**src/rtl/dbg_mon_pkg.sv**
```systemverilog
// Shared types and helpers for the debug event monitor.
package dbg_mon_pkg;

    localparam int unsigned NIB_W     = 4;
    localparam int unsigned NIB_VEC_W = 64;
    localparam int unsigned PC_W      = 32;
    localparam int unsigned HOLD_W    = 24;

    typedef enum logic [3:0] {
        PG_STICKY   = 4'h0,
        PG_LIVE     = 4'h1,
        PG_VIEW     = 4'h2,
        PG_SNAP_CNT = 4'h3,
        PG_SNAP_PC  = 4'h4,
        PG_HOLD     = 4'h5,
        PG_STATUS   = 4'h6,
        PG_CHAN     = 4'h7,
        PG_RSV8     = 4'h8,
        PG_RSV9     = 4'h9,
        PG_RSV10    = 4'hA,
        PG_RSV11    = 4'hB,
        PG_RSV12    = 4'hC,
        PG_RSV13    = 4'hD,
        PG_RSV14    = 4'hE,
        PG_RSV15    = 4'hF
    } page_e;

    // Nibble idx of a zero-extended vector; 0 when idx lies beyond the vector.
    function automatic logic [NIB_W-1:0] nib_of(input logic [NIB_VEC_W-1:0] vec,
                                                input int unsigned          idx);
        logic [NIB_W-1:0] nib;
        nib = '0;
        if (idx < (NIB_VEC_W / NIB_W)) begin
            nib = NIB_W'(vec >> (idx * NIB_W));
        end
        return nib;
    endfunction

endpackage

```
**src/rtl/dbg_event_monitor_if.sv**
```systemverilog
// Event/PC inputs, LED page controls and outputs of the debug monitor.
interface dbg_event_monitor_if
    import dbg_mon_pkg::*;
#(
    parameter int unsigned NUM_EVT = 8
) ();

    logic [NUM_EVT-1:0] evt_i;
    logic               pc_valid_i;
    logic [PC_W-1:0]    pc_i;
    logic [3:0]         page_sel_i;
    logic [3:0]         chan_sel_i;
    logic [2:0]         nib_sel_i;
    logic               freeze_i;
    logic               clr_i;
    logic [NIB_W-1:0]   led_o;
    logic               done_o;

    modport master (
        output evt_i, pc_valid_i, pc_i, page_sel_i, chan_sel_i, nib_sel_i, freeze_i, clr_i,
        input  led_o, done_o
    );

    modport slave (
        input  evt_i, pc_valid_i, pc_i, page_sel_i, chan_sel_i, nib_sel_i, freeze_i, clr_i,
        output led_o, done_o
    );

endinterface

```
**src/rtl/dbg_evt_channel.sv**
```systemverilog
// One event channel: sticky flag, wrapping counter with overflow flag, snapshot.
module dbg_evt_channel #(
    parameter int unsigned CNT_W = 32
) (
    input  logic             clk,
    input  logic             rst_n,
    input  logic             evt,
    input  logic             clr,
    input  logic             cap,
    output logic             sticky,
    output logic [CNT_W-1:0] cnt,
    output logic             ovf,
    output logic [CNT_W-1:0] snap
);

    logic             sticky_d, sticky_q;
    logic             ovf_d,    ovf_q;
    logic [CNT_W-1:0] cnt_d,    cnt_q;
    logic [CNT_W-1:0] snap_d,   snap_q;

    // Clear dominates a same-cycle event; the snapshot is not affected by clear.
    always_comb begin
        sticky_d = sticky_q;
        cnt_d    = cnt_q;
        ovf_d    = ovf_q;
        snap_d   = snap_q;
        if (cap) begin
            snap_d = cnt_q;
        end
        if (clr) begin
            sticky_d = 1'b0;
            cnt_d    = '0;
            ovf_d    = 1'b0;
        end else if (evt) begin
            sticky_d = 1'b1;
            cnt_d    = cnt_q + CNT_W'(1);
            if (&cnt_q) begin
                ovf_d = 1'b1;
            end
        end
    end

    always_ff @(posedge clk or negedge rst_n) begin
        if (!rst_n) begin
            sticky_q <= 1'b0;
            cnt_q    <= '0;
            ovf_q    <= 1'b0;
            snap_q   <= '0;
        end else begin
            sticky_q <= sticky_d;
            cnt_q    <= cnt_d;
            ovf_q    <= ovf_d;
            snap_q   <= snap_d;
        end
    end

    assign sticky = sticky_q;
    assign cnt    = cnt_q;
    assign ovf    = ovf_q;
    assign snap   = snap_q;

endmodule

```
**src/rtl/dbg_event_monitor.sv**
```systemverilog
// Debug monitor: per-channel event counters, commit-PC tracking and LED page mux.
module dbg_event_monitor
    import dbg_mon_pkg::*;
#(
    parameter int unsigned      NUM_EVT     = 8,
    parameter int unsigned      CNT_W       = 32,
    parameter int unsigned      VIEW_LSB    = 14,
    parameter logic [HOLD_W-1:0] HOLD_CYCLES = 24'hFFFFFF,
    parameter logic [PC_W-1:0]   DONE_PC     = 32'h000006a4
) (
    input  logic                 clk,
    input  logic                 rst_n,
    dbg_event_monitor_if.slave   mon
);

    logic [NUM_EVT-1:0] sticky_vec;
    logic [NUM_EVT-1:0] ovf_vec;
    logic [CNT_W-1:0]   cnt_arr  [NUM_EVT];
    logic [CNT_W-1:0]   snap_arr [NUM_EVT];

    logic               frz_d,      frz_q;
    logic               cap_d,      cap_q;
    logic               done_d,     done_q;
    logic [PC_W-1:0]    last_pc_d,  last_pc_q;
    logic [PC_W-1:0]    snap_pc_d,  snap_pc_q;
    logic [HOLD_W-1:0]  hold_d,     hold_q;
    logic [NIB_W-1:0]   hold_nib_d, hold_nib_q;
    logic [NIB_W-1:0]   led_d,      led_q;

    logic [CNT_W-1:0]   cnt_sel;
    logic [CNT_W-1:0]   snap_sel;
    logic               sticky_sel;
    logic               ovf_sel;

    for (genvar c = 0; c < NUM_EVT; c++) begin : g_chan
        dbg_evt_channel #(.CNT_W(CNT_W)) u_chan (
            .clk    (clk),
            .rst_n  (rst_n),
            .evt    (mon.evt_i[c]),
            .clr    (mon.clr_i),
            .cap    (cap_q),
            .sticky (sticky_vec[c]),
            .cnt    (cnt_arr[c]),
            .ovf    (ovf_vec[c]),
            .snap   (snap_arr[c])
        );
    end

    // cap_q pulses one cycle after the freeze rising edge, so the snapshot
    // picks up counters that already include events of the edge cycle.
    always_comb begin
        frz_d      = mon.freeze_i;
        cap_d      = mon.freeze_i & ~frz_q;
        done_d     = done_q;
        last_pc_d  = last_pc_q;
        snap_pc_d  = snap_pc_q;
        hold_d     = hold_q;
        hold_nib_d = hold_nib_q;
        if (mon.pc_valid_i) begin
            last_pc_d = mon.pc_i;
        end
        if (cap_q) begin
            snap_pc_d = last_pc_q;
        end
        if (mon.pc_valid_i && (mon.pc_i == DONE_PC)) begin
            done_d = 1'b1;
        end
        if ((hold_q == '0) && mon.pc_valid_i) begin
            hold_nib_d = mon.pc_i[5:2];
            hold_d     = HOLD_CYCLES;
        end else if (hold_q != '0) begin
            hold_d = hold_q - HOLD_W'(1);
        end
        if (mon.clr_i) begin
            done_d = 1'b0;
            hold_d = '0;
        end
    end

    // Channel select; out-of-range selects read as zero.
    always_comb begin
        cnt_sel    = '0;
        snap_sel   = '0;
        sticky_sel = 1'b0;
        ovf_sel    = 1'b0;
        for (int i = 0; i < NUM_EVT; i++) begin
            if (mon.chan_sel_i == 4'(i)) begin
                cnt_sel    = cnt_arr[i];
                snap_sel   = snap_arr[i];
                sticky_sel = sticky_vec[i];
                ovf_sel    = ovf_vec[i];
            end
        end
    end

    always_comb begin
        led_d = '0;
        case (page_e'(mon.page_sel_i))
            PG_STICKY:   led_d = nib_of(NIB_VEC_W'(sticky_vec), 32'(mon.nib_sel_i));
            PG_LIVE:     led_d = nib_of(NIB_VEC_W'(mon.evt_i), 32'(mon.nib_sel_i));
            PG_VIEW:     led_d = cnt_sel[VIEW_LSB +: NIB_W];
            PG_SNAP_CNT: led_d = nib_of(NIB_VEC_W'(snap_sel), 32'(mon.nib_sel_i));
            PG_SNAP_PC:  led_d = nib_of(NIB_VEC_W'(snap_pc_q), 32'(mon.nib_sel_i));
            PG_HOLD:     led_d = hold_nib_q;
            PG_STATUS:   led_d = {done_q, |sticky_vec, |ovf_vec, frz_q};
            PG_CHAN:     led_d = {|mon.evt_i, mon.pc_valid_i, ovf_sel, sticky_sel};
            default:     led_d = '0;
        endcase
    end

    always_ff @(posedge clk or negedge rst_n) begin
        if (!rst_n) begin
            frz_q      <= 1'b0;
            cap_q      <= 1'b0;
            done_q     <= 1'b0;
            last_pc_q  <= '0;
            snap_pc_q  <= '0;
            hold_q     <= '0;
            hold_nib_q <= '0;
            led_q      <= '0;
        end else begin
            frz_q      <= frz_d;
            cap_q      <= cap_d;
            done_q     <= done_d;
            last_pc_q  <= last_pc_d;
            snap_pc_q  <= snap_pc_d;
            hold_q     <= hold_d;
            hold_nib_q <= hold_nib_d;
            led_q      <= led_d;
        end
    end

    assign mon.led_o  = led_q;
    assign mon.done_o = done_q;

endmodule

```
**src/flat_wrapper.sv**
```systemverilog
// flat-port wrapper written by rule: the top's interface ports become plain ports
module dbg_event_monitor_flat import dbg_mon_pkg::*;
#(
    parameter int unsigned      NUM_EVT     = 8,
    parameter int unsigned      CNT_W       = 32,
    parameter int unsigned      VIEW_LSB    = 14,
    parameter logic [HOLD_W-1:0] HOLD_CYCLES = 24'hFFFFFF,
    parameter logic [PC_W-1:0]   DONE_PC     = 32'h000006a4
)
  (clk, rst_n, mon_evt_i, mon_pc_valid_i, mon_pc_i, mon_page_sel_i, mon_chan_sel_i, mon_nib_sel_i, mon_freeze_i, mon_clr_i, mon_led_o, mon_done_o);
  dbg_event_monitor_if #(.NUM_EVT(NUM_EVT)) mon_i ();
  input  logic clk;
  input  logic rst_n;
  input wire logic [$bits(mon_i.evt_i)-1:0] mon_evt_i;
  input wire logic [$bits(mon_i.pc_valid_i)-1:0] mon_pc_valid_i;
  input wire logic [$bits(mon_i.pc_i)-1:0] mon_pc_i;
  input wire logic [$bits(mon_i.page_sel_i)-1:0] mon_page_sel_i;
  input wire logic [$bits(mon_i.chan_sel_i)-1:0] mon_chan_sel_i;
  input wire logic [$bits(mon_i.nib_sel_i)-1:0] mon_nib_sel_i;
  input wire logic [$bits(mon_i.freeze_i)-1:0] mon_freeze_i;
  input wire logic [$bits(mon_i.clr_i)-1:0] mon_clr_i;
  output wire logic [$bits(mon_i.led_o)-1:0] mon_led_o;
  output wire logic [$bits(mon_i.done_o)-1:0] mon_done_o;
  assign mon_i.evt_i = mon_evt_i;
  assign mon_i.pc_valid_i = mon_pc_valid_i;
  assign mon_i.pc_i = mon_pc_i;
  assign mon_i.page_sel_i = mon_page_sel_i;
  assign mon_i.chan_sel_i = mon_chan_sel_i;
  assign mon_i.nib_sel_i = mon_nib_sel_i;
  assign mon_i.freeze_i = mon_freeze_i;
  assign mon_i.clr_i = mon_clr_i;
  assign mon_led_o = mon_i.led_o;
  assign mon_done_o = mon_i.done_o;
  dbg_event_monitor #(.NUM_EVT(NUM_EVT), .CNT_W(CNT_W), .VIEW_LSB(VIEW_LSB), .HOLD_CYCLES(HOLD_CYCLES), .DONE_PC(DONE_PC)) u_core (.clk(clk), .rst_n(rst_n), .mon(mon_i));
endmodule
```
**config.mk**
```make
export PLATFORM = sky130hd
export DESIGN_NAME = dbg_event_monitor_flat
export DESIGN_NICKNAME = d
export VERILOG_FILES = /design/src/rtl/dbg_mon_pkg.sv /design/src/rtl/dbg_event_monitor_if.sv /design/src/rtl/dbg_evt_channel.sv /design/src/rtl/dbg_event_monitor.sv /design/src/flat_wrapper.sv
export SDC_FILE = /design/constraint.sdc
export NUM_CORES = 1
export LEC_CHECK = 0
export CAP_MARGIN = 0
export CORE_AREA = 2 2 281 228
export DETAILED_ROUTE_END_ITERATION = 7
export DIE_AREA = 0 0 283 230
export GPL_TIMING_DRIVEN = 0
export PLACE_DENSITY = 0.68
export SLEW_MARGIN = 15
export SYNTH_ARGS = -nofsm -noshare
export SYNTH_HDL_FRONTEND = slang
export SYNTH_HIERARCHICAL = 1
export SYNTH_SLANG_ARGS = --single-unit
```
**constraint.sdc**
```tcl
create_clock -name clk -period 2.3 [get_ports clk]
set_clock_uncertainty 0.15 [all_clocks]
set_input_delay 0.46 -clock clk [delete_from_list [all_inputs] [get_ports clk]]
set_output_delay 0.46 -clock clk [all_outputs]
set_load 0.01 [all_outputs]
```
Word-level counts from Yosys, hierarchy flattened

Cells that the tools add are included.

Flip-flop bits (word level): 627
Latch bits: 0
RAM bits: 0
Memory bits (read-only): 0
Output and inout bits: 5
Word-level logic and storage cells: 207
Memories: 0

$add $sub $neg: 9
Multiply operators: 0
Div/mod/pow operators: 0
Magnitude comparators: 0
Equal/unequal tests: 15
Shift operators: 4
Multiplexer cells: 94
Bitwise gates (word level): 2
Reduce and logical (&&, ||, !) cells: 43

Operators by type and width:

| operator              | number |
|---|---|
| $mux 32               | 24 |
| $add 32x1->32 const B | 8 |
| $reduce_and 32->1     | 8 |
| $mux 18               | 8 |
| $mux 24               | 3 |
| $shr 32x5->4          | 2 |
| $mux 1                | 58 |
| $reduce_bool 2->1     | 17 |
| $eq 32x11->1 const B  | 1 |
| $eq 4x3->1 const B    | 8 |
| $pmux 4 s8            | 1 |
| $logic_not 24->1      | 1 |
| $reduce_bool 24->1    | 1 |
| $reduce_or 8->1       | 3 |
| $sub 24x1->24 const B | 1 |
| $eq 4x2->1 const B    | 4 |
| $reduce_and 2->1      | 8 |
| $shr 8x5->4           | 2 |
| $eq 4x1->1 const B    | 2 |
| $logic_not 4->1       | 2 |
| $reduce_bool 3->1     | 1 |
| $logic_and 1x1->1     | 2 |
| $and 1x1->1           | 1 |
| $not 1->1             | 1 |

Logic depth before layout (Yosys ltp)

Depth in word-level cells: 11
Gate-level depth with buffers: 10

Modules after synthesis

Netlist, hierarchy kept.

Modules (own cells, without submodules):

| module                                         | times used | cells an instance | area an instance (µm²) | seq. area each (µm²) |
|---|---|---|---|---|
| dbg_evt_channel at u_core.g_chan[0].u_chan ... | 7          | 250               | 2926.6                 | 1651.6 |
| dbg_event_monitor                              | 1          | 795               | 7518.5                 | 2477.4 |
| dbg_evt_channel at u_core.g_chan[7].u_chan     | 1          | 247               | 2900.3                 | 1651.6 |

Least setup slack after synthesis

OpenSTA, ideal clock, no wires.

Path kind: input port to flip-flop
Start: input port mon_page_sel_i[2]
End: register u_core.led_q[3] (netlist: u_core/mon.led_o[3])
Arrival: 2162 ps
Required time: 2074 ps
Slack: -88 ps
Cell stages on the path: 8
Cell sequence: clkbuf_1 -> nand2b_1 -> clkbuf_1 -> nor3b_1 -> o21ai_0 -> o211a_1 -> o31a_1 -> o21ai_1

Longest elaborated chain between the ends: 2

Ends and longest elaborated chain:

| what                                     | RTL line                 | source |
|---|---|---|
| start: declaration                       | flat_wrapper.sv:17       | `input wire logic [$bits(mon_i.page_sel_i)-1:0] mon_page_sel_i;` |
| $eq 4x3->1, or another cell as far along | dbg_event_monitor.sv:98  | `case (page_e'(mon.page_sel_i))` |
| $pmux 4 s8 *                             | dbg_event_monitor.sv:98  |  |
| named net u_core.led_d[3]                | dbg_event_monitor.sv:28  | `logic [NIB_W-1:0] led_d, led_q;` |
| end signal: assignment                   | dbg_event_monitor.sv:129 | `led_q <= led_d;` |
| end: declaration                         | dbg_event_monitor.sv:28  |  |

The timed path passes the listed nets; every way through them passes the cells marked *.
A chain may end at the register's enable or synchronous reset.

Worst setup path after layout

Start: register u_core.hold_q[6]
End: register u_core.hold_q[22]

Longest elaborated chain between the ends: 4

Ends and longest elaborated chain:

| what                                              | RTL line                                         | source |
|---|---|---|
| start: declaration                                | dbg_event_monitor.sv:26                          | `logic [HOLD_W-1:0] hold_d, hold_q;` |
| start signal: assignment                          | dbg_event_monitor.sv:127                         | `hold_q <= hold_d;` |
| $sub 24x1->24 or $logic_not 24->1 (tied branches) | dbg_event_monitor.sv:72, dbg_event_monitor.sv:68 |  |
| $mux 24 or $logic_and 1x1->1 (tied branches)      | dbg_event_monitor.sv:71, dbg_event_monitor.sv:68 |  |
| $mux 24                                           | dbg_event_monitor.sv:68                          | `if ((hold_q == '0) && mon.pc_valid_i) begin` |
| $mux 24                                           | dbg_event_monitor.sv:74                          | `if (mon.clr_i) begin` |

Several ways; a longest one is shown, not always the timed one. The select of a mux whose other input is x is not followed.

==> run summary <==
Post-synth ARST share: 100%
Count leader, synth: dfrtp_1
Failing checks: negative hold slack, negative setup slack
Pleak: 15.7 nW
Total length of routed wires: 100000 um
Worst Path Buf+Inv: 2
Post-Place Worst Slack: -2.15 ns
Initial core utilization: 49.8%
RePlAce Congestion: 1.04
CP max FO: 3
Post-synth net total: 2857
CORE AREA: 62100 um^2
Class of the worst hold path: in2async
Width of the die: 283 um
Pwr Total: 0.0271 W
CTS max path bufs: 3
Worst-Skew Late Latency: 0.61 ns
Synth top area cells: dfrtp_1 51%, mux2_2 13%, a21oi_1 2.9%
Max IR drop VDD: 0.510 mV
Synth cell types: 87
Buffers on Ports: 53
Proportion of layout cells with a drive suffix above 1: 33.3%
CTS tree: yes
Initial antenna violation count: 6
Slew margin rel.: 33.5%
Maxcap violations: 0
Num CTS Buffers: 67
Achievable frequency: 0.402 GHz
Largest net degree at the start of global routing: 111
Min Hold Slack: -0.353 ns
CTS Sinks: 627
Crit path capture type: register
Total Die Area: 65100 um^2
Io pins: 61
Global-route usage over all layers: 30.3%
Sequential cell area fraction in the yosys report: 50.8%
Final nets: 3092
Slew @ Worst Pin: 0.998 ns
Final count of hold timing violations: 95
Crit path max-delay family: simple AND/OR/NAND/NOR gates
Post-synth EDFFs: 0
Commonest cells post-synth: 627 x dfrtp_1, 361 x mux2_2, 202 x nor2_1
Final setup violating endpoints: 32
Minimum clock period: 2.49 ns
Slowest stage delay, CP: 0.57 ns
Tcrit/Tclk final: 108%
Fill count: 4848
Max Transition Viols Final: 0
Clock transition at the registers of the reported paths: 0.06 ns
Remaining antenna violation count: 0
Wire length per cell: 25.6 um
Leading area contributor after synthesis: dfrtp_1
Post-Synthesis Cell Area: 30900 um^2
PwrDens: 726 nW/um^2
Cells along the critical path: or4_4 > nor4_4 > buf_4 > buf_4 > nand3_1 > nor4_2 > xnor2_1 > nor2_1
Total gr overflow: 0
Top cell type's share of synthesized area: 50.8%
Final worst setup slack: -0.190 ns
H-tree levels: 3
FF+latch count, synth: 627
Primary FF master, synth: dfrtp_1
First-pass GRT wire length: 151000 um
Synth Warn #: 6
Area growth syn-to-layout: 20.7%
Most used cell, CP: buf_4
RSZ-0062 raised after global routing: true
Initial DRC Count: 2925
Routed via count: 24643
Via density: 6.29
Row Count: 82
CP required: 2.64 ns
Die Y: 230 um
Startpoint Class: register
Vias in the first global route: 23625
Dpl hpwl: 72600 um
Slowest-stage cell, CP: or4_4
Status: finished, violations left
Syn Area/Cell: 11.1 um^2
Syn Inst Count: 2792
Arrival time worst endpoint: 2.83 ns
DRC errors left: 0
Clock root cell: clkbuf_16
Pre-antenna DRT Iters: 6
CP Class: reg2reg
==> worst reg2reg max path, stage by stage (launching register included) <==
cell and delay [ns]:
dfrtp_1 0.39, or4_4 0.57, nor4_4 0.24, buf_4 0.18
buf_4 0.12, nand3_1 0.18, nor4_2 0.29, xnor2_1 0.19
nor2_1 0.07
==> layout by cell type, fill, tap and decap left out, types with 72 or more instances in the layout <==
cell type,Yosys,final
dfrtp_1,627,545
mux2_2,361,359
nor2_1,202,190
a21oi_1,180,154
nand2_1,129,129
o21ai_0,136,122
buf_4,8,112
nand3_1,90,82
dfrtp_2,0,82
clkbuf_16,0,72
==> kinds of logic after synthesis <==
logic type	after synthesis	synth area share (%)
adder cells (fa/ha/maj)	9	0.364
multiplexers	432	16.4
buffers and inverters	231	3.40
AO/OA/AOI/OAI	496	9.72
XOR/XNOR	107	3.03
flip-flops	627	50.8
AND/OR/NAND/NOR	890	16.3
==> per-stage QoR <==
stage                     utilization, %  setup TNS [ns]  cell area, um^2  instances
final                               60.1           -2.88            37300       3916
after global routing                60.1           -4.32            37300       3914
after CTS                           58.4           -3.20            36200       3855
after detailed placement            52.7         -180.76            32700       3692
after global placement              52.4               -            32500       3685
after floorplan                        -          -0.213            31000       2792
==> per-layer routing <==
layer / GRT usage (%) / routed length, um / share of wire, %
met1: 44.5 / 44200 / 44
met2: 43.4 / 42300 / 42
met3: 8.34 / 10100 / 10
met5: 0 / 47 / 0.047
met4: 9.66 / 3530 / 3.5
==> cell type report <==
| cell class | count | area, um^2 | area share [%] |
|---|---|---|---|
| Clock buffer | 91 | 1980 | 5.31 |
| Inverter | 63 | 244 | 0.654 |
| Buffer | 166 | 1060 | 2.85 |
| Antenna cell | 2 | 5.00 | 0.0134 |
| Timing Repair Buffer | 168 | 1630 | 4.36 |
| Sequential cell | 627 | 15800 | 42.3 |
| Multi-Input combinational cell | 1934 | 15200 | 40.9 |
| Tap cell | 840 | 1050 | 2.82 |
| Clock inverter | 25 | 292 | 0.782 |
==> final timing paths <==
check | from | end | slack [ns] | cells after the start
min in group clk | mon_clr_i | u_core/hold_q[17]$_DFFE_PN0P_ | 0.24 | 2
worst min-delay path | rst_n | u_core/hold_q[19]$_DFFE_PN0P_ | -0.35 | 1
max in group asynchronous | rst_n | u_core/g_chan[5].u_chan/cnt[3]$_DFFE_PN0P_ | 0.44 | 4
worst min register to register | u_core/frz_q$_DFF_PN0_ | u_core/cap_q$_DFF_PN0_ | 0.30 | 1
worst max register to register | u_core/hold_q[6]$_DFFE_PN0P_ | u_core/hold_q[22]$_DFFE_PN0P_ | -0.19 | 8
worst max-delay path | u_core/hold_q[6]$_DFFE_PN0P_ | u_core/hold_q[22]$_DFFE_PN0P_ | -0.19 | 8
==> power breakdown <==
group	internal, W	total, W	switching, W
clock	0.00671	0.0112	0.00451
sequential	0.0115	0.0120	0.000542
combinational	0.00173	0.00382	0.00209
==> state kept, by name, summed over array words and instances (netlist names), 4 cells and up <==
| register | flops |
|---|---|
| u_core/mon.led_o | 4 |
| u_core/g_chan.u_chan/sticky | 8 |
| u_core/g_chan.u_chan/snap | 256 |
| u_core/hold_nib_q | 4 |
| u_core/snap_pc_q | 32 |
| u_core/g_chan.u_chan/cnt | 256 |
| u_core/hold_q | 24 |
| u_core/g_chan.u_chan/ovf | 8 |
| u_core/last_pc_q | 32 |
==> repair_timing <==
action / CTS / global route
setup buffers: 45 / 61
endpoints found under the hold margin: 95 / 95
resized for setup: 242 / 211
setup endpoints to repair: 392 / 150
gates cloned: 2 / 1
pin swaps: 28 / 34
(Power assumes the default switching activity.)
